--- src/rtl/adc_trig_disc.sv ---
`default_nettype none
// ============================================================================
// Module   : adc_trig_disc
// Brief    : Edge-qualified ADC threshold trigger with holdoff, latched trigger
//            sample and saturating trigger counter.
// Revision : 1.0
// ============================================================================
module adc_trig_disc #(
    parameter int P_DW = 12,
    parameter int P_HW = 8,
    parameter int P_CW = 16
) (
    input  logic            clk,
    input  logic            rst,
    input  logic [P_DW-1:0] adc_data,
    input  logic            adc_valid,
    input  logic [P_DW-1:0] thresh,
    input  logic            gt,
    input  logic            lt,
    input  logic            et,
    input  logic            trig_en,
    input  logic [P_HW-1:0] holdoff,
    input  logic            cnt_clr,
    output logic            trig,
    output logic [P_DW-1:0] trig_sample,
    output logic [P_CW-1:0] trig_cnt,
    output logic            armed
);

    typedef enum logic [1:0] {
        ST_DISARMED = 2'd0,
        ST_WAIT_LOW = 2'd1,
        ST_ARMED    = 2'd2,
        ST_HOLDOFF  = 2'd3
    } state_t;

    localparam logic [P_CW-1:0] C_CNT_MAX = '1;
    localparam logic [P_CW-1:0] C_CNT_ONE = P_CW'(1);
    localparam logic [P_HW-1:0] C_H_ONE   = P_HW'(1);

    state_t          state_q, state_d;
    logic [P_HW-1:0] hcnt_q, hcnt_d;
    logic [P_CW-1:0] cnt_q, cnt_d;
    logic [P_DW-1:0] sample_q;
    logic            trig_q;
    logic            armed_q;

    logic cond;
    logic hit;
    logic miss;
    logic fire;

    assign cond = (gt & (adc_data > thresh))
                | (lt & (adc_data < thresh))
                | (et & (adc_data == thresh));
    assign hit  = adc_valid & cond;
    assign miss = adc_valid & ~cond;
    // Disabling suppresses a trigger even when the hit lands in ARMED.
    assign fire = trig_en & (state_q == ST_ARMED) & hit;

    always_comb begin
        state_d = state_q;
        hcnt_d  = hcnt_q;
        if (!trig_en) begin
            state_d = ST_DISARMED;
            hcnt_d  = '0;
        end else begin
            case (state_q)
                ST_DISARMED: state_d = ST_WAIT_LOW;
                ST_WAIT_LOW: begin
                    if (miss) begin
                        state_d = ST_ARMED;
                    end
                end
                ST_ARMED: begin
                    if (hit) begin
                        if (holdoff == '0) begin
                            state_d = ST_WAIT_LOW;
                        end else begin
                            state_d = ST_HOLDOFF;
                            hcnt_d  = holdoff - C_H_ONE;
                        end
                    end
                end
                ST_HOLDOFF: begin
                    if (hcnt_q == '0) begin
                        state_d = ST_WAIT_LOW;
                    end else begin
                        hcnt_d = hcnt_q - C_H_ONE;
                    end
                end
                default: state_d = ST_DISARMED;
            endcase
        end
    end

    // A clear coinciding with a trigger counts that trigger.
    always_comb begin
        cnt_d = cnt_q;
        if (cnt_clr) begin
            cnt_d = fire ? C_CNT_ONE : '0;
        end else if (fire && (cnt_q != C_CNT_MAX)) begin
            cnt_d = cnt_q + C_CNT_ONE;
        end
    end

    always_ff @(posedge clk) begin
        if (rst) begin
            state_q  <= ST_DISARMED;
            hcnt_q   <= '0;
            cnt_q    <= '0;
            sample_q <= '0;
            trig_q   <= 1'b0;
            armed_q  <= 1'b0;
        end else begin
            state_q <= state_d;
            hcnt_q  <= hcnt_d;
            cnt_q   <= cnt_d;
            trig_q  <= fire;
            armed_q <= (state_d == ST_ARMED);
            if (fire) begin
                sample_q <= adc_data;
            end
        end
    end

    assign trig        = trig_q;
    assign trig_sample = sample_q;
    assign trig_cnt    = cnt_q;
    assign armed       = armed_q;

endmodule
`default_nettype wire

--- config.mk ---
export PLATFORM = sky130hd
export DESIGN_NAME = adc_trig_disc
export DESIGN_NICKNAME = d
export VERILOG_FILES = /design/src/rtl/adc_trig_disc.sv
export SDC_FILE = /design/constraint.sdc
export NUM_CORES = 1
export LEC_CHECK = 0
export ABC_AREA = 1
export CAP_MARGIN = 20
export CELL_PAD_IN_SITES_DETAIL_PLACEMENT = 2
export CELL_PAD_IN_SITES_GLOBAL_PLACEMENT = 2
export CORE_MARGIN = 5
export CORE_UTILIZATION = 28
export DETAILED_ROUTE_END_ITERATION = 6
export PLACE_DENSITY_LB_ADDON = 0.1
export REMOVE_ABC_BUFFERS = 1
export SLEW_MARGIN = 10
export SYNTH_ARGS = -nofsm -noshare
export SYNTH_HDL_FRONTEND = slang
export SYNTH_SLANG_ARGS = --single-unit
--- constraint.sdc ---
create_clock -name clk -period 6.2 [get_ports clk]
set_clock_uncertainty 0.1 [all_clocks]
set_input_delay 1.24 -clock clk [delete_from_list [all_inputs] [get_ports clk]]
set_output_delay 1.24 -clock clk [all_outputs]
set_load 0.01 [all_outputs]
### Word level (Yosys, flattened, before mapping)

Cells that the tools add are included.

| word-level totals | value |
|---|---|
| bits in registers | 40 |
| bits in latches | 0 |
| bits in writable memories | 0 |
| bits in read-only memories | 0 |
| word-level logic and storage cells | 52 |
| memories kept | 0 |

| operators by class | value |
|---|---|
| $add $sub $neg | 3 |
| multipliers | 0 |
| div/mod/pow operators | 0 |
| magnitude comparators | 2 |
| equality and inequality tests | 9 |
| shift operators | 0 |
| multiplexer cells | 13 |
| bitwise gates (word level) | 11 |
| reduce and logical (&&, ||, !) cells | 8 |

Operator list:

| cell | count |
|---|---|
| $mux 16 | 2 |
| $mux 8 | 3 |
| $add 16x1->16 const B | 1 |
| $logic_not 8->1 | 2 |
| $ne 16x16->1 const B | 1 |
| $pmux 8 s2 | 1 |
| $sub 8x1->8 const B | 2 |
| $eq 12x12->1 | 1 |
| $gt 12x12->1 | 1 |
| $lt 12x12->1 | 1 |
| $mux 2 | 5 |
| $pmux 2 s4 | 1 |
| $and 1x1->1 | 7 |
| $eq 2x2->1 const B | 3 |
| $ne 2x2->1 const B | 3 |
| $reduce_and 4->1 | 1 |
| $reduce_bool 2->1 | 2 |
| $eq 2x1->1 const B | 1 |
| $logic_not 2->1 | 1 |
| $not 1->1 | 2 |
| $or 1x1->1 | 2 |
| $reduce_or 2->1 | 1 |
| $logic_and 1x1->1 | 1 |
| $mux 1 | 1 |

### Depth between registers and ports, before layout

Gate-level depths: netlist (run 1).

| logic depth | value |
|---|---|
| depth in word-level cells | 10 |
| mapped depth | 17 |

### Least setup slack after synthesis (run 1)

Ideal clock, no wire load.

| path | value |
|---|---|
| kind | input to register |
| from | in thresh[11] |
| to | reg hcnt_q[0] |
| setup time | 116 ps |
| data arrival time | 2663 ps |
| setup slack | 3321 ps |
| cell stages on the path | 17 |
| path buffers | 0 |
| cells stage by stage | inv_1 > ha_1 > nand2_1 > inv_1 > nand2_1 > nor2_2 > nand2_1 > nand2_1 > inv_1 > nand2_1 > nand3_2 > nand2_1 > nand2_1 > nand2_1 > inv_2 > nor2_1 > nor2_1 |

| between the ends | value |
|---|---|
| cells in the longest elaborated chain, start to end | 7 |

Ends and longest elaborated chain:

| element | line | RTL |
|---|---|---|
| start: declaration | 17 | `input logic [P_DW-1:0] thresh,` |
| $gt 12x12->1 / $lt 12x12->1 (equally long branches) | 53, 54 |  |
| $and 1x1->1, on equally long branches | 53, 54 |  |
| $or 1x1->1 | 54 | `\| (lt & (adc_data < thresh))` |
| $or 1x1->1 * | 55 | `\| (et & (adc_data == thresh));` |
| $and 1x1->1 * | 56 | `assign hit = adc_valid & cond;` |
| $ne 2x2->1 (no line) * | - |  |
| $reduce_and 4->1 (no line) * | - |  |
| end signal: assignment | 117 | `hcnt_q <= hcnt_d;` |
| end: declaration | 42 | `logic [P_HW-1:0] hcnt_q, hcnt_d;` |

Mark *: on every way between the ends. The rest lies on a longest branch, timed or not.
A chain may end at the register's enable or synchronous reset.

### Worst setup path after layout (run 1)

| path | value |
|---|---|
| from | in thresh[11] |
| to | reg hcnt_q[6] |

Same word-level chain as after synthesis.

==> results of run 1 <==
==> cells in the final DEF, fill, tap and decap left out, types with 3 or more instances in the layout <==
cell type,n
inv_1,48
nand4_1,6
nor3_1,6
a21oi_1,30
nand2_1,95
o21ai_0,16
clkbuf_8,6
xnor2_1,3
nand3_2,3
xor2_1,14
nor4_1,3
nand3_1,21
clkdlybuf4s50_1,69
ha_1,14
dfxtp_1,40
nor2_1,47
==> power by group <==
part	switching [mW]	internal, mW	total [mW]
Combinational	0.0425	0.0390	0.0815
Sequential	0.000830	0.258	0.258
Clock	0.0943	0.0911	0.185
==> cell type report <==
type / instances / area share, %
Tap cell: 108 / 3.97
Clock buffer: 8 / 2.65
Sequential cell: 40 / 23.5
Multi-Input combinational cell: 276 / 43.8
Inverter: 50 / 5.51
Timing Repair Buffer: 70 / 20.5
==> cells by family after synthesis <==
logic type / Yosys count / synth area share, %
simple gates: 195 / 35.5
compound gates: 50 / 10.3
buf+inv: 61 / 10.2
xor+xnor: 17 / 5.83
fa+ha+maj: 14 / 6.86
flops: 40 / 31.4
==> registers in the layout (all words and copies together) (netlist names) <==
register,flops
trig_cnt,16
trig,1
trig_sample,12
armed,1
state_q,2
hcnt_q,8
==> tightest hold or removal path: cells and delay by family, from the launching register on <==
family,cells,cell delay (ns)
AO/OA/AOI/OAI,1,0.05
flip-flops,1,0.31
AND/OR/NAND/NOR,1,0.06
==> metrics by stage <==
step,cells,hold slack [ns],cell area (sq um),setup WS (ns),util (%)
2_1_floorplan,366,0.336,2480,3.30,-
3_3_place_gp,544,0.351,3310,2.46,37.6
3_5_place_dp,544,0.361,3310,2.36,37.6
4_1_cts,552,0.372,3400,2.66,38.7
5_1_grt,552,0.395,3400,2.37,38.7
6_report,552,0.370,3400,2.71,38.7
==> cells in the mapped netlist <==
cell | number | share of area, %
nand2_1 | 95 | 14
inv_1 | 48 | 7.1
nor2_1 | 47 | 6.9
dfxtp_1 | 40 | 31
a21oi_1 | 30 | 5.9
nand3_1 | 21 | 4.1
o21ai_0 | 16 | 3.1
ha_1 | 14 | 6.9
xor2_1 | 14 | 4.8
nand4_1 | 6 | 1.5
nor3_1 | 6 | 1.2
clkbuf_1 | 5 | 0.74
buf_2 | 3 | 0.59
nand3_2 | 3 | 1.2
nor4_1 | 3 | 0.74
xnor2_1 | 3 | 1.0
inv_2 | 2 | 0.29
nand2_2 | 2 | 0.49
nand4_4 | 2 | 1.7
nor2_2 | 2 | 0.49
nor3_4 | 2 | 1.3
nor3b_1 | 2 | 0.59
o21ai_2 | 2 | 0.69
a21boi_0 | 1 | 0.29
a21o_1 | 1 | 0.29
and3_1 | 1 | 0.25
buf_12 | 1 | 0.78
buf_4 | 1 | 0.29
buf_6 | 1 | 0.44
nand2_4 | 1 | 0.44
nand3b_1 | 1 | 0.29
nor2_4 | 1 | 0.44
==> worst min-delay path by stage <==
stage                           startpoint                     endpoint  slack, ns  cells after the start
6_report       trig_sample[8]$_SDFFE_PP0P_  trig_sample[8]$_SDFFE_PP0P_       0.37                      2
5_1_grt        trig_sample[1]$_SDFFE_PP0P_  trig_sample[1]$_SDFFE_PP0P_       0.39                      2
4_1_cts        trig_sample[8]$_SDFFE_PP0P_  trig_sample[8]$_SDFFE_PP0P_       0.37                      2
3_5_place_dp   trig_sample[8]$_SDFFE_PP0P_  trig_sample[8]$_SDFFE_PP0P_       0.36                      2
3_3_place_gp        hcnt_q[7]$_SDFFE_PP0P_       hcnt_q[7]$_SDFFE_PP0P_       0.35                      2
2_1_floorplan       hcnt_q[7]$_SDFFE_PP0P_       hcnt_q[7]$_SDFFE_PP0P_       0.34                      2
==> per-layer routing <==
layer / vias up / global-route usage [%]
met2: 58 / 27.5
li1: 1327 / -
met3: 6 / 4.10
met4: 0 / 4.35
met5: - / 0
met1: 1281 / 18.5
==> impl_metrics.json, run 1 <==
{
  "outcome": "complete, no violations",
  "cp.depth": 18,
  "start_util_pct": 29.0,
  "critical_path.max_stage_delay_ns": 0.45,
  "cp_data_arrival_time_ns": 3.57,
  "cp-end-kind": "flip-flop",
  "postCtsHoldBufs": 0,
  "hold_viol_final": 0,
  "fmax_mhz": 287,
  "cpLargestDelayFamily": "simple AND/OR/NAND/NOR gates",
  "ant_nets": 0,
  "nFillCells": 1053,
  "io_pins": 70,
  "gp_congestion": 0.765,
  "multi_input_area_sq_um": 1490,
  "fp.dieW_microns": 106,
  "rows": 34,
  "worstSetupPathType": "in2reg",
  "crit_path_start": "thresh[11]",
  "synth_seq_cells": 40,
  "postCtsSetupRepairBufs": 0,
  "max_slew_margin_pct": 52.2,
  "finalSetupTns_ns": 0,
  "critical_path.slowest_cell": "clkdlybuf4s50_1",
  "ff2ff_path_depth": 8,
  "drc_errors": 0,
  "design.core.area_sq_um": 8810,
  "startpoint_type": "input pin",
  "clockBufferDepth": 2,
  "dr.first_iter.drc_count": 49,
  "grt_pass1_vias": 2976,
  "min-delay-path-class": "reg2reg",
  "h-tree-depth": 2,
  "worst_pin_slew_ns": 0.715,
  "cp.required_ns": 6.28,
  "syn-instance-count": 377,
  "clkLatencyLatePin_ns": 0.29,
  "met2_length_microns": 4090,
  "p_per_area_nw_per_um2": 154,
  "worstReg2RegStart": "trig_cnt[0]$_SDFFE_PP0P_",
  "cp-endpoint": "hcnt_q[6]$_SDFFE_PP0P_",
  "slew_violations": 0,
  "ir_drop_mv": 0.0773,
  "antenna_found_initial": 0,
  "finalNetCount": 497,
  "rsz0062_at_grt": "no",
  "routedWlPerCell_microns": 15.0,
  "layout-drive-gt1-share_pct": 5.41,
  "crit_top_cell": "nand2_1",
  "firstDrtPassIters": 4,
  "grt_max_degree": 32,
  "grt_pass1_wl_microns": 14500,
  "cts_root_buffer": "clkbuf_8",
  "drv_cap": 0,
  "cts.sinks": 40,
  "cts_inserted_buffers": 5,
  "chipHeight_microns": 106,
  "ff2ff_setup_slack_ns": 3.94,
  "gr-total-overflow": 0,
  "ys_types": 32,
  "dr_total_vias": 2672,
  "final-seq-area_sq_um": 801,
  "routed_wl_microns": 8280,
  "area_delta_synth_final_pct": 33.3,
  "grt_util_all_layers_pct": 15.5,
  "cts_tree": "built",
  "synthesis.area_sq_um": 2550,
  "highest_layer": "met4",
  "antennaDiodeCount": 0,
  "p_leak_nw": 1.37,
  "wl_met1_microns": 3640,
  "crit_chain": "clkdlybuf4s50_1 -> inv_1 -> ha_1 -> nand2_1 -> inv_1 -> nand2_1 -> nor2_2 -> nand2_1 -> nand2_1 -> inv_1 -> nand2_1 -> nand3_2 -> nand2_1 -> nand2_1 -> nand2_1 -> inv_2 -> nor2_1 -> nor2_1",
  "setup_viol": 0,
  "clk_pin_slew_ns": 0.08,
  "dp_hpwl_microns": 6560,
  "synth_seq_area_share_pct": 31.4,
  "yosysWarnings": 0,
  "finalCritPeriodShare_pct": 56.2,
  "path_buf_inv": 5,
  "via_per_inst": 4.84,
  "wl_met3_microns": 456,
  "synth_area_per_cell_sq_um": 6.77,
  "path_max_fanout": 9,
  "cts_resized": 0,
  "die-area_sq_um": 11100,
  "layout_min_cycle_time_ns": 3.49,
  "portBuffers": 69,
  "power_mw": 0.525,
  "r2r-end": "trig_cnt[10]$_SDFFE_PP0P_"
}
No activity file was read; power rests on OpenSTA's default activity.
==> run 2, diff against run 1 <==
CORE_UTILIZATION = 26   (was 28)
clock period = 3.4 ns   (was 6.2 ns; I/O delays follow)
==> run 2 against run 1 <==
Compared with the run above: design area up 2.2%; via count fell by 0.75%; final cell count grew 5.3%; largest cell class unchanged; highest routed layer unchanged; hold slack better by 0.0029 ns; combinational power rose by 87%; sequential share of layout area down 0.51 points; critical path depth decreased by 2; critical endpoint is now hcnt_q[3]$_SDFFE_PP0P_.
==> impl_metrics.json, run 2 (synthesized netlist as in run 1, its figures left out) <==
{
  "cts.sinks": 40,
  "layout_commonest_cell": "nand2_1",
  "path_buf_inv": 4,
  "antenna_found_initial": 0,
  "wl_met1_microns": 3790,
  "ir_drop_mv": 0.133,
  "wl_met3_microns": 332,
  "hold_viol_final": 0,
  "nFillCells": 1162,
  "layout_min_cycle_time_ns": 2.85,
  "critical_path.max_stage_delay_ns": 0.50,
  "slew_violations": 0,
  "cp.depth": 16,
  "final_cell_area_sq_um": 3480,
  "io_pins": 70,
  "clockBufferDepth": 2,
  "highest_layer": "met4",
  "firstDrtPassIters": 4,
  "finalNetCount": 502,
  "postCtsSetupRepairBufs": 0,
  "grt_util_all_layers_pct": 15.1,
  "max_slew_margin_pct": 62.0,
  "drc_errors": 0,
  "h-tree-depth": 2,
  "via_per_inst": 4.56,
  "critical_path.slowest_cell": "clkdlybuf4s50_1",
  "cp.required_ns": 3.49,
  "design.core.area_sq_um": 9680,
  "finalSetupTns_ns": 0,
  "portBuffers": 69,
  "p_per_area_nw_per_um2": 281,
  "cts_root_buffer": "clkbuf_8",
  "crit_chain": "clkdlybuf4s50_1 -> inv_1 -> ha_1 -> nand2_1 -> nor2_1 -> nand2_1 -> nand2_1 -> inv_1 -> nand2_1 -> nand3_2 -> nand2_1 -> nand2_1 -> nand2_1 -> inv_2 -> nor2_1 -> nor2_1",
  "min_from": "trig_sample[10]$_SDFFE_PP0P_",
  "clk_pin_slew_ns": 0.08,
  "worstSetupPathType": "in2reg",
  "final-seq-area_sq_um": 801,
  "grt_pass1_wl_microns": 14200,
  "multi_input_area_sq_um": 1490,
  "grt_max_degree": 21,
  "cts_tree": "built",
  "r2r-end": "trig_cnt[15]$_SDFFE_PP0P_",
  "fmax_mhz": 350,
  "met2_length_microns": 4190,
  "largest_register_ffs": 16,
  "start_util_pct": 26.4,
  "rows": 36,
  "worst_pin_slew_ns": 0.568,
  "placed_area_sq_um": 3380,
  "cp_data_arrival_time_ns": 2.95,
  "startpoint_type": "input pin",
  "gr-total-overflow": 0,
  "layout-drive-gt1-share_pct": 6.70,
  "clkLatencyLatePin_ns": 0.30,
  "ff2ff_path_depth": 8,
  "ant_nets": 0,
  "die-area_sq_um": 11900,
  "outcome": "complete, no violations",
  "cts_inserted_buffers": 5,
  "dp_hpwl_microns": 6830,
  "finalCritPeriodShare_pct": 83.9,
  "most-common-layout-cells": "95 x nand2_1, 69 x clkdlybuf4s50_1, 48 x inv_1",
  "cpLargestDelayFamily": "simple AND/OR/NAND/NOR gates",
  "area_delta_synth_final_pct": 36.3,
  "dr_total_vias": 2652,
  "cp-end-kind": "flip-flop",
  "p_leak_nw": 1.40,
  "dr.first_iter.drc_count": 38,
  "chipHeight_microns": 109,
  "gp_congestion": 0.748,
  "rsz0062_at_grt": "no",
  "routedWlPerCell_microns": 14.4,
  "grt_pass1_vias": 2996,
  "cp-endpoint": "hcnt_q[3]$_SDFFE_PP0P_",
  "fp.dieW_microns": 109,
  "crit_path_start": "adc_data[0]",
  "path_max_fanout": 9,
  "ff2ff_setup_slack_ns": 1.27,
  "cts_resized": 0,
  "antennaDiodeCount": 0,
  "crit_top_cell": "nand2_1",
  "drv_cap": 0,
  "whs_ns": 0.373,
  "postCtsHoldBufs": 0,
  "setup_viol": 0,
  "min-delay-path-class": "reg2reg",
  "worstReg2RegStart": "trig_cnt[0]$_SDFFE_PP0P_",
  "routed_wl_microns": 8390
}
[run 2: layout make-up]
cell class                 instances  area share [%]
multi-input combinational        276            42.9
sequential                        40            23.0
timing repair buffer              75            21.1
inverter                          50            5.39
tap                              133            4.78
clock buffer                       7            2.77
[run 2: routing by layer]
| layer | GRT usage, % | up-vias |
|---|---|---|
| met5 | 0 | - |
| met4 | 4.06 | 0 |
| met3 | 3.02 | 4 |
| met2 | 26.9 | 49 |
| met1 | 18.3 | 1251 |
| li1 | - | 1348 |
[run 2: power breakdown]
part           switching (mW)  internal [mW]
logic                  0.0786         0.0734
registers             0.00135          0.470
clock network           0.175          0.181
[run 2: stage by stage]
step / instances / setup WS [ns] / util, % / power [mW]
floorplan: 366 / 1.06 / - / 0.549
global placement: 574 / 0.275 / 34.9 / 0.632
detailed placement: 574 / 0.226 / 34.9 / 0.637
CTS: 581 / 0.519 / 35.9 / 1.00
global route: 581 / 0.291 / 35.9 / 1.04
finish: 581 / 0.546 / 35.9 / 0.979
[run 2: tightest hold or removal path: stages (launching register included)]
cell     delay, ns
dfxtp_1       0.32
nand2_1       0.06
a21oi_1       0.06
[run 2: how the worst min path moves through the flow]
stage | slack [ns] | to | cells after the start
2_1_floorplan | 0.34 | hcnt_q[7]$_SDFFE_PP0P_ | 2
4_1_cts | 0.38 | trig_sample[10]$_SDFFE_PP0P_ | 2
5_1_grt | 0.40 | trig_sample[10]$_SDFFE_PP0P_ | 2
6_report | 0.37 | trig_sample[10]$_SDFFE_PP0P_ | 2
3_5_place_dp | 0.36 | trig_sample[10]$_SDFFE_PP0P_ | 2
3_3_place_gp | 0.35 | hcnt_q[7]$_SDFFE_PP0P_ | 2
